===== config.mk =====
export PLATFORM = sky130hd
export DESIGN_NAME = gpu_rect_copy_controller_flat
export DESIGN_NICKNAME = d
export VERILOG_FILES = /design/src/rtl/gpu_rect_copy_controller_if.sv /design/src/rtl/gpu_rect_copy_controller.sv /design/src/flat_wrapper.sv
export SDC_FILE = /design/constraint.sdc
export NUM_CORES = 1
export LEC_CHECK = 0
export BUFFER_PORTS_ARGS = -buffer_cell sky130_fd_sc_hd__clkbuf_2
export CAP_MARGIN = 20
export CORE_AREA = 5 5 335 205
export DETAILED_ROUTE_END_ITERATION = 16
export DIE_AREA = 0 0 340 210
export SETUP_SLACK_MARGIN = 0.05
export SYNTH_ARGS = -nofsm -noshare
export SYNTH_HDL_FRONTEND = slang
export SYNTH_SLANG_ARGS = --single-unit

===== constraint.sdc =====
create_clock -name clk -period 13.8 [get_ports clk]
set_input_delay 2.76 -clock clk [delete_from_list [all_inputs] [get_ports clk]]
set_output_delay 2.76 -clock clk [all_outputs]
set_load 0.1 [all_outputs]

===== src/rtl/gpu_rect_copy_controller_if.sv =====
// Bus between the rect copy controller and its environment: start request,
// CPU data memory read port, processed word output and phase/counter status.
interface gpu_rect_copy_controller_if;
  logic        start;
  logic [15:0] mem_addr;
  logic [15:0] mem_dout;
  logic [15:0] dout;
  logic [2:0]  state;
  logic [9:0]  coord_generator;
  logic [3:0]  rect_counter;
  logic [1:0]  batch_counter;
  logic        batch_completed;
  logic        busy;

  modport master (
    input  start, mem_dout,
    output mem_addr, dout, state, coord_generator, rect_counter,
           batch_counter, batch_completed, busy
  );

  modport slave (
    output start, mem_dout,
    input  mem_addr, dout, state, coord_generator, rect_counter,
           batch_counter, batch_completed, busy
  );
endinterface


===== src/rtl/gpu_rect_copy_controller.sv =====
// Copies one frame of 64 rects (4 batches of 16) out of CPU data memory,
// clamping coordinates to the screen, while sweeping a coordinate per phase.
module gpu_rect_copy_controller #(
  parameter logic [15:0] RECT_BASE     = 16'd0,
  parameter int          SCREEN_WIDTH  = 640,
  parameter int          SCREEN_HEIGHT = 480
) (
  input logic clk,
  input logic reset,
  gpu_rect_copy_controller_if.master bus
);

  typedef enum logic [2:0] {
    WAIT_FOR_START = 3'd0,
    READ_X         = 3'd1,
    READ_WIDTH     = 3'd2,
    READ_Y         = 3'd3,
    READ_HEIGHT    = 3'd4,
    READ_COLOR     = 3'd5
  } phase_t;

  typedef enum logic [1:0] {
    SUB_LOAD  = 2'd0,
    SUB_DRAIN = 2'd1,
    SUB_SWEEP = 2'd2
  } sub_t;

  localparam logic [9:0]        X_LAST     = 10'(SCREEN_WIDTH - 1);
  localparam logic [9:0]        Y_LAST     = 10'(SCREEN_HEIGHT - 1);
  localparam logic [9:0]        COLOR_LAST = 10'd15;
  localparam logic signed [16:0] X_LIMIT   = 17'(SCREEN_WIDTH);
  localparam logic signed [16:0] Y_LIMIT   = 17'(SCREEN_HEIGHT);

  // Sequencer state
  phase_t     phase_q, phase_d;
  sub_t       sub_q, sub_d;
  logic [3:0] rect_q, rect_d;
  logic [1:0] drain_q, drain_d;
  logic [9:0] coord_q, coord_d;
  logic [1:0] batch_q, batch_d;
  logic [9:0] sweep_last;

  always_comb begin
    // NOTE: every combinational output gets a default first so no path can
    // leave it unassigned and infer a latch.
    sweep_last = COLOR_LAST;
    case (phase_q)
      READ_X, READ_WIDTH:  sweep_last = X_LAST;
      READ_Y, READ_HEIGHT: sweep_last = Y_LAST;
      default:             sweep_last = COLOR_LAST;
    endcase
  end

  always_comb begin
    phase_d = phase_q;
    sub_d   = sub_q;
    rect_d  = rect_q;
    drain_d = drain_q;
    coord_d = coord_q;
    batch_d = batch_q;
    if (phase_q == WAIT_FOR_START) begin
      sub_d   = SUB_LOAD;
      rect_d  = 4'd0;
      drain_d = 2'd0;
      coord_d = 10'd0;
      batch_d = 2'd0;
      if (bus.start) phase_d = READ_X;
    end else begin
      case (sub_q)
        SUB_LOAD: begin
          if (rect_q == 4'd15) begin
            sub_d   = SUB_DRAIN;
            drain_d = 2'd0;
          end else begin
            rect_d = rect_q + 4'd1;
          end
        end
        SUB_DRAIN: begin
          if (drain_q == 2'd2) begin
            sub_d   = SUB_SWEEP;
            rect_d  = 4'd0;
            coord_d = 10'd0;
          end else begin
            drain_d = drain_q + 2'd1;
          end
        end
        SUB_SWEEP: begin
          if (coord_q == sweep_last) begin
            sub_d   = SUB_LOAD;
            rect_d  = 4'd0;
            coord_d = 10'd0;
            case (phase_q)
              READ_X:      phase_d = READ_WIDTH;
              READ_WIDTH:  phase_d = READ_Y;
              READ_Y:      phase_d = READ_HEIGHT;
              READ_HEIGHT: phase_d = READ_COLOR;
              default: begin
                if (batch_q == 2'd3) begin
                  phase_d = WAIT_FOR_START;
                  batch_d = 2'd0;
                end else begin
                  phase_d = READ_X;
                  batch_d = batch_q + 2'd1;
                end
              end
            endcase
          end else begin
            coord_d = coord_q + 10'd1;
          end
        end
        default: sub_d = SUB_LOAD;
      endcase
    end
  end

  // NOTE: sequential state uses non-blocking assignments so every register
  // samples its inputs from the same edge regardless of statement order.
  always_ff @(posedge clk or posedge reset) begin
    if (reset) begin
      phase_q <= WAIT_FOR_START;
      sub_q   <= SUB_LOAD;
      rect_q  <= 4'd0;
      drain_q <= 2'd0;
      coord_q <= 10'd0;
      batch_q <= 2'd0;
    end else begin
      phase_q <= phase_d;
      sub_q   <= sub_d;
      rect_q  <= rect_d;
      drain_q <= drain_d;
      coord_q <= coord_d;
      batch_q <= batch_d;
    end
  end

  // Read address: record base of the current rect plus the field of this phase
  logic [15:0] rect_idx;
  logic [15:0] field_off;
  logic [15:0] mem_addr_c;

  always_comb begin
    field_off = 16'd0;
    case (phase_q)
      READ_Y:      field_off = 16'd1;
      READ_WIDTH:  field_off = 16'd2;
      READ_HEIGHT: field_off = 16'd3;
      READ_COLOR:  field_off = 16'd4;
      default:     field_off = 16'd0;
    endcase
    rect_idx   = {10'd0, batch_q, rect_q};
    mem_addr_c = RECT_BASE + (rect_idx << 2) + rect_idx + field_off;
  end

  // Data pipeline: address cycle -> memory -> capture -> processed output
  logic        fetch;
  logic        a_valid, b_valid;
  logic [3:0]  a_rect, b_rect;
  phase_t      a_phase, b_phase;
  logic [15:0] b_data;
  logic [15:0] coord_table [16];
  logic [15:0] dout_q;

  assign fetch = (phase_q != WAIT_FOR_START) && (sub_q != SUB_SWEEP);

  function automatic logic [15:0] clamp_to(input logic signed [16:0] v,
                                           input logic signed [16:0] hi);
    logic [15:0] r;
    if (v < 17'sd0)  r = 16'd0;
    else if (v > hi) r = hi[15:0];
    else             r = v[15:0];
    return r;
  endfunction

  logic signed [16:0] data_sext;
  logic signed [16:0] table_sext;
  logic signed [16:0] sum17;
  logic [15:0]        proc_word;

  always_comb begin
    data_sext  = {b_data[15], b_data};
    table_sext = {coord_table[b_rect][15], coord_table[b_rect]};
    sum17      = data_sext + table_sext;
    proc_word  = b_data;
    case (b_phase)
      READ_X:      proc_word = clamp_to(data_sext, X_LIMIT);
      READ_WIDTH:  proc_word = clamp_to(sum17, X_LIMIT);
      READ_Y:      proc_word = clamp_to(data_sext, Y_LIMIT);
      READ_HEIGHT: proc_word = clamp_to(sum17, Y_LIMIT);
      default:     proc_word = b_data;
    endcase
  end

  always_ff @(posedge clk or posedge reset) begin
    if (reset) begin
      a_valid <= 1'b0;
      a_rect  <= 4'd0;
      a_phase <= WAIT_FOR_START;
      b_valid <= 1'b0;
      b_rect  <= 4'd0;
      b_phase <= WAIT_FOR_START;
      b_data  <= 16'd0;
      dout_q  <= 16'd0;
      // NOTE: the 16-entry table is small flop storage, so it is cleared on
      // reset to keep an abandoned frame from leaking into the next one.
      for (int i = 0; i < 16; i++) coord_table[i] <= 16'd0;
    end else begin
      a_valid <= fetch;
      a_rect  <= rect_q;
      a_phase <= phase_q;
      b_valid <= a_valid;
      b_rect  <= a_rect;
      b_phase <= a_phase;
      b_data  <= bus.mem_dout;
      // Sweep cycles never enter as valid, so dout keeps rect 15's word
      if (b_valid) begin
        dout_q <= proc_word;
        if (b_phase == READ_X || b_phase == READ_Y) coord_table[b_rect] <= b_data;
      end
    end
  end

  assign bus.mem_addr        = mem_addr_c;
  assign bus.dout            = dout_q;
  assign bus.state           = phase_q;
  assign bus.coord_generator = coord_q;
  assign bus.rect_counter    = rect_q;
  assign bus.batch_counter   = batch_q;
  assign bus.batch_completed = (sub_q == SUB_SWEEP);
  assign bus.busy            = (phase_q != WAIT_FOR_START);

endmodule


===== src/flat_wrapper.sv =====
// flat-port wrapper written by rule: the top's interface ports become plain ports
module gpu_rect_copy_controller_flat 
#(
  parameter logic [15:0] RECT_BASE     = 16'd0,
  parameter int          SCREEN_WIDTH  = 640,
  parameter int          SCREEN_HEIGHT = 480
)
  (clk, reset, bus_start, bus_mem_dout, bus_mem_addr, bus_dout, bus_state, bus_coord_generator, bus_rect_counter, bus_batch_counter, bus_batch_completed, bus_busy);
  gpu_rect_copy_controller_if bus_i ();
  input logic clk;
  input logic reset;
  input wire logic [$bits(bus_i.start)-1:0] bus_start;
  input wire logic [$bits(bus_i.mem_dout)-1:0] bus_mem_dout;
  output wire logic [$bits(bus_i.mem_addr)-1:0] bus_mem_addr;
  output wire logic [$bits(bus_i.dout)-1:0] bus_dout;
  output wire logic [$bits(bus_i.state)-1:0] bus_state;
  output wire logic [$bits(bus_i.coord_generator)-1:0] bus_coord_generator;
  output wire logic [$bits(bus_i.rect_counter)-1:0] bus_rect_counter;
  output wire logic [$bits(bus_i.batch_counter)-1:0] bus_batch_counter;
  output wire logic [$bits(bus_i.batch_completed)-1:0] bus_batch_completed;
  output wire logic [$bits(bus_i.busy)-1:0] bus_busy;
  assign bus_i.start = bus_start;
  assign bus_i.mem_dout = bus_mem_dout;
  assign bus_mem_addr = bus_i.mem_addr;
  assign bus_dout = bus_i.dout;
  assign bus_state = bus_i.state;
  assign bus_coord_generator = bus_i.coord_generator;
  assign bus_rect_counter = bus_i.rect_counter;
  assign bus_batch_counter = bus_i.batch_counter;
  assign bus_batch_completed = bus_i.batch_completed;
  assign bus_busy = bus_i.busy;
  gpu_rect_copy_controller #(.RECT_BASE(RECT_BASE), .SCREEN_WIDTH(SCREEN_WIDTH), .SCREEN_HEIGHT(SCREEN_HEIGHT)) u_core (.clk(clk), .reset(reset), .bus(bus_i));
endmodule

## Yosys cells after proc, flatten, opt, wreduce, memory -nomap -nowiden

Index checks and enable logic that the tools add are counted.
Widths: inputs -> output; s select.

| storage, ports and cells | value |
|---|---|
| input bits | 19 |
| logic and storage cells | 136 |
| register bits after elaboration | 327 |

| cells by class | value |
|---|---|
| add/subtract/negate cells | 7 |
| reduce and logical (&&, ||, !) cells | 21 |
| bitwise logic cells | 1 |
| magnitude comparators | 8 |
| muxes and demuxes | 46 |
| eq/ne operators | 23 |

Operators by type and width:

| cell | number |
|---|---|
| $bwmux 256 | 1 |
| $mux 16 | 11 |
| $bmux 16 s4 | 1 |
| $demux 16 s4 | 1 |
| $pmux 16 s4 | 1 |
| $pmux 10 s2 | 2 |
| $mux 10 | 3 |
| $mux 2 | 12 |
| $pmux 3 s4 | 2 |
| $add 16x16->17 | 1 |
| $gt 17x10->1 const B | 1 |
| $gt 17x11->1 const B | 1 |
| $lt 17x1->1 const B | 1 |
| $add 16x3->16 | 1 |
| $gt 16x10->1 const B | 1 |
| $gt 16x11->1 const B | 1 |
| $lt 16x1->1 const B | 1 |
| $mux 4 | 4 |
| $eq 3x2->1 const B | 4 |
| $mux 3 | 4 |
| $pmux 4 s3 | 1 |
| $reduce_and 3->1 | 4 |
| $add 10x1->10 const B | 1 |
| $eq 10x10->1 | 1 |
| other kinds (29) | 45 |

## Depth between registers and ports, before layout

| logic depth | value |
|---|---|
| depth in word-level cells | 9 |
| mapped depth | 16 |
| depth with buffers taken out | 12 |

## Least setup slack after synthesis

Ideal clock, no wire load.

| path | value |
|---|---|
| path kind | reg-to-output |
| start point | register u_core.phase_q[1] (netlist: u_core.bus.state[1]) |
| end point | output port bus_mem_addr[9] |
| arrival | 4.421 ns |
| slack | 6.619 ns |
| cell stages (with the launch flop) | 12 |
| cells stage by stage | dfrtp_1 -> clkbuf_1 -> inv_1 -> nand2_1 -> a21o_1 -> inv_1 -> ha_1 -> a21o_1 -> a21oi_1 -> nor2_1 -> nand3_1 -> nor3_1 |

| between the ends | value |
|---|---|
| word-level cells in the longest chain between the ends | 3 |

RTL lines:

| element | RTL line | RTL |
|---|---|---|
| start, declared | gpu_rect_copy_controller.sv:35 | `phase_t phase_q, phase_d;` |
| start signal, assigned | gpu_rect_copy_controller.sv:127 | `phase_q <= phase_d;` |
| $eq 3x3->1 or $eq 3x2->1 (tied branches) | gpu_rect_copy_controller.sv:143 | `case (phase_q)` |
| $pmux 3 s4 * | gpu_rect_copy_controller.sv:143 |  |
| $add 16x3->16 * | gpu_rect_copy_controller.sv:151 | `mem_addr_c = RECT_BASE + (rect_idx << 2) + rect_idx + field_off;` |
| end, declared | flat_wrapper.sv:14 | `output wire logic [$bits(bus_i.mem_addr)-1:0] bus_mem_addr;` |

Mark *: on every way between the ends. The rest lies on a longest branch, timed or not.

==> metrics.md <==
| Metric | Value |
|---|---|
| Seq cells post-synth | roughly 330 |
| R2R depth | 13 |
| DPL Wire Length | between 20 and 30 mm |
| Syn. warnings | 0 |
| Post_cts resized | 0 |
| Final WL | 42.5 mm |
| DIE AREA | 71,400 um2 |
| CP required | approximately 11 ns |
| CTS root buf | clkbuf_16 |
| Post-route cell area | 18,500 um2 |
| Comb pwr share | 0.470 |
| Slew HR | 0.196 |
| Wire length per cell | approximately 20 um |
| GRT Util Overall | 0.118 |
| Core footprint | 65,500 um2 |
| Pwr dens | 243 nW/um2 |
| Nets@finish | between 1,000 and 1,500 |
| Area share of the largest cell type after synthesis | 0.506 |
| First-pass DRT Iterations | 5 |
| Final ANT Viol Nets | 0 |
| Setup Buffers After CTS | 0 |
| Filler cells | about 6,500 |
| Vias | between 10,000 and 15,000 |
| P_leak | 8.31 nW |
| Worst Path Arrival | 3.64 ns |
| DRC viols | 0 |
| Reg-to-Reg End | u_core.bus.dout[7]$_DFFE_PP0P_ |
| First DRT Iteration DRCs | between 700 and 800 |
| Period utilisation layout | 0.464 |
| Most used DFF post-synth | dfrtp_1 |
| Pre-CTS WS | 8.00 ns |
| I/O Pins | 72 |
| Net switching fraction of the power | 0.414 |
| HP Class | flip-flop to flip-flop |
| Outcome | finished clean |
| Share of cells above drive strength 1 | 0.405 |
| Maxcap violations | 0 |
| Via/cell ratio | about 4.9 |
| Post-synth EDFFs | 0 |
| Htree depth | 2 |
| Syn avg cell area | about 13 um2 |
| Sequential element share of the synthesized area | 0.506 |
| Largest net degree at the start of global routing | around 130 |
| Hold Buf Count CTS | 0 |
| Layout Cells excl Fill | 2,133 |
| Min Tclk post-route | approximately 6.4 ns |
| Crit path kind | flip-flop to output pin |
| Vias in the first global route | between 10,000 and 15,000 |
| Routed wl met2 | around 18 mm |
| Highest routed layer | met5 |
| Area growth from synthesis to layout | 14.8% |
| Initial antenna violation count | 1 |
| Maximum VDD drop | between 0.15 and 0.2 mV |
| Post-synth top area cell | dfrtp_1 |
| Crit path max fanout | 16 |
| Ant. Diodes | 0 |
| Reg2reg start | u_core.b_rect[0]$_DFF_PP0_ |
| Fmax | 0.156 GHz |
| Worst slew pin tran | 1.20 ns |
| Worst hold start | u_core.a_rect[0]$_DFF_PP0_ |
| Crit end category | output pin |
| Hold depth | 0 |
| Met1 wire length | between 20 and 25 mm |
| First-pass GRT wire length | ~66 mm |
| CTS tree | done |
| Die height | approximately 210 um |
| CTS Sinks | 327 |
| Count of final setup violators | 0 |
| Min-Delay Endpoint | u_core.b_rect[0]$_DFF_PP0_ |
| Netlist cell types | 85 |
| Setup ws final | about 7.4 ns |
| Met3 routed WL | 2.37 mm |
| Max clock buf depth | 3 |
| Final Max Slew Viols | 0 |
| Post-synth ARST share | 1.00 |
| PortBufs | 65 |
| Clk network pwr share | 0.205 |
| CP startpoint kind | flip-flop |
| Synth Instances | between 1,000 and 1,500 |
| Final Skew | 0.0228 ns |
| DP Area | about 17,000 um2 |
| WHS | 0.348 ns |
| R2R setup slack | just over 8 ns |
| Clk slew on worst S/H paths | approximately 0.060 ns |
| Area contributors post-synth | dfrtp_1 51%, mux2_2 18%, mux4_2 11%, ha_1 2.3%, clkbuf_1 1.3% |
| RSZ-0062 raised after global routing | false |
| Die width | 340 um |
| TritonCTS buffer count | 35 |
| Internal power | 2.65 mW |
| Setup TNS Final | 0 ns |
| Global placer's final weighted congestion | 0.873 |
| Reg power frac | 0.325 |
| FP Rows | between 70 and 80 |
| Initial core utilization | 0.247 |
| Final Core Density | 0.283 |
| Placed Cells | about 2,100 |
| Clk Latency, worst-skew pair | ~0.53 ns |
| Final hold violations | 0 |
| Psw | ~1.9 mW |
| GRT overflow | 0 |
| Design Power | around 4.5 mW |
| Synthesized area | 16,200 um2 |
[cells in the mapped netlist, types with 11 or more instances]
cell and instances:
mux4_2 80, nor2_1 49, dfrtp_1 327, mux2_2 256
a21oi_1 29, o21ai_0 38, nand2_1 57, inv_1 25
xor2_1 11, nand3_1 21, nand4_1 14, clkbuf_1 57
ha_1 30, nor3_1 18
[power by group through the flow]
stage	logic [mW]	clock network, mW	registers (mW)
after global placement	2.07	0	1.47
after floorplan	1.60	0	1.52
after CTS	2.11	0.949	1.47
after detailed placement	2.10	0	1.48
after global routing	2.28	0.992	1.51
final	2.12	0.924	1.47
[cells in the final DEF (no fill, tap or decap), types with 4 or more instances in the layout]
cell,synthesis,routed
o211ai_1,5,5
ha_1,30,30
nor3_1,18,16
and3_2,4,4
nor3b_1,5,5
o31ai_1,5,5
nor2b_1,6,6
clkbuf_8,0,4
nor2_1,49,43
mux2_2,256,256
clkbuf_2,2,65
mux4_2,80,80
o22ai_1,10,10
xnor2_1,9,9
or3_1,5,5
a31oi_1,9,9
clkbuf_16,0,35
o211a_1,4,4
conb_1,1,6
inv_1,25,24
o21ai_0,38,38
clkinv_2,0,6
a21oi_1,29,29
nor4_1,4,4
nand4_1,14,14
a21o_1,10,10
dfrtp_1,327,325
nor2_2,0,6
nand2_1,57,57
nand2b_1,8,8
xor2_1,11,11
a211oi_1,5,5
buf_4,10,22
nand3_1,21,21
clkbuf_1,57,9
[area by class of cell]
type                            count  area [um2]  share of cell area
Multi-Input combinational cell    767        7530               0.406
Timing Repair Buffer               89         528              0.0285
Clock inverter                     13         149             0.00803
Tap cell                          862        1080              0.0581
Inverter                           27         109             0.00587
Clock buffer                       48         965              0.0520
Sequential cell                   327        8190               0.442
[critical path, cell delays in order (launching register included)]
cell and delay [ns]:
dfrtp_1 0.62, nor3b_1 0.42, or2_2 0.21, ha_1 0.18
inv_1 0.06, fa_1 0.41, nor2b_1 0.18, o2111a_1 0.24
nand2_1 0.07, nor2_1 0.12, xnor2_1 0.14, clkbuf_2 0.48
[worst max-delay path by stage]
stage	from	endpoint	slack [ns]	cells after the start
6_report	flip-flop	bus_mem_addr[8]	7.40	11
2_1_floorplan	reset	async pin	1.99	1
5_1_grt	flip-flop	bus_mem_addr[8]	7.21	11
3_5_place_dp	flip-flop	bus_mem_addr[8]	8.00	11
4_1_cts	flip-flop	bus_mem_addr[8]	7.41	11
3_3_place_gp	u_core.b_rect[0]$_DFF_PP0_	u_core.bus.dout[8]$_DFFE_PP0P_	8.04	13
[state kept, by name, summed over array words and instances, names as in the netlist, named ones only]
| name | flops |
|---|---|
| u_core.coord_table | 256 |
| u_core.b_data | 16 |
| u_core.bus.dout | 16 |
| u_core.bus.coord_generator | 10 |
| u_core.a_rect | 4 |
| u_core.b_rect | 4 |
| u_core.bus.rect_counter | 4 |
| u_core.a_phase | 3 |
| u_core.b_phase | 3 |
| u_core.bus.batch_counter | 2 |
| u_core.bus.state | 2 |
| u_core.drain_q | 2 |
| u_core.sub_q | 2 |
| u_core.a_valid | 1 |
| u_core.b_valid | 1 |
[cells by family (layout without fill, tap and decap cells)]
| family | count (synthesis) | count (layout) | synth area share |
|---|---|---|---|
| AND/OR/NAND/NOR | 211 | 211 | 0.0650 |
| adder cells (fa/ha/maj) | 33 | 33 | 0.0269 |
| XOR/XNOR | 20 | 20 | 0.0108 |
| buffers and inverters | 111 | 177 | 0.0304 |
| multiplexers | 338 | 338 | 0.291 |
| AO/OA/AOI/OAI | 159 | 159 | 0.0691 |
| flip-flops | 327 | 327 | 0.506 |
| other | 1 | 6 | 0.000232 |
[routing by layer]
| layer | vias up | track usage |
|---|---|---|
| li1 | 4563 | - |
| met1 | 5536 | 0.179 |
| met2 | 262 | 0.173 |
| met3 | 65 | 0.0277 |
| met4 | 2 | 0.0216 |
| met5 | - | 0 |
No activity file was read; power rests on OpenSTA's default activity.
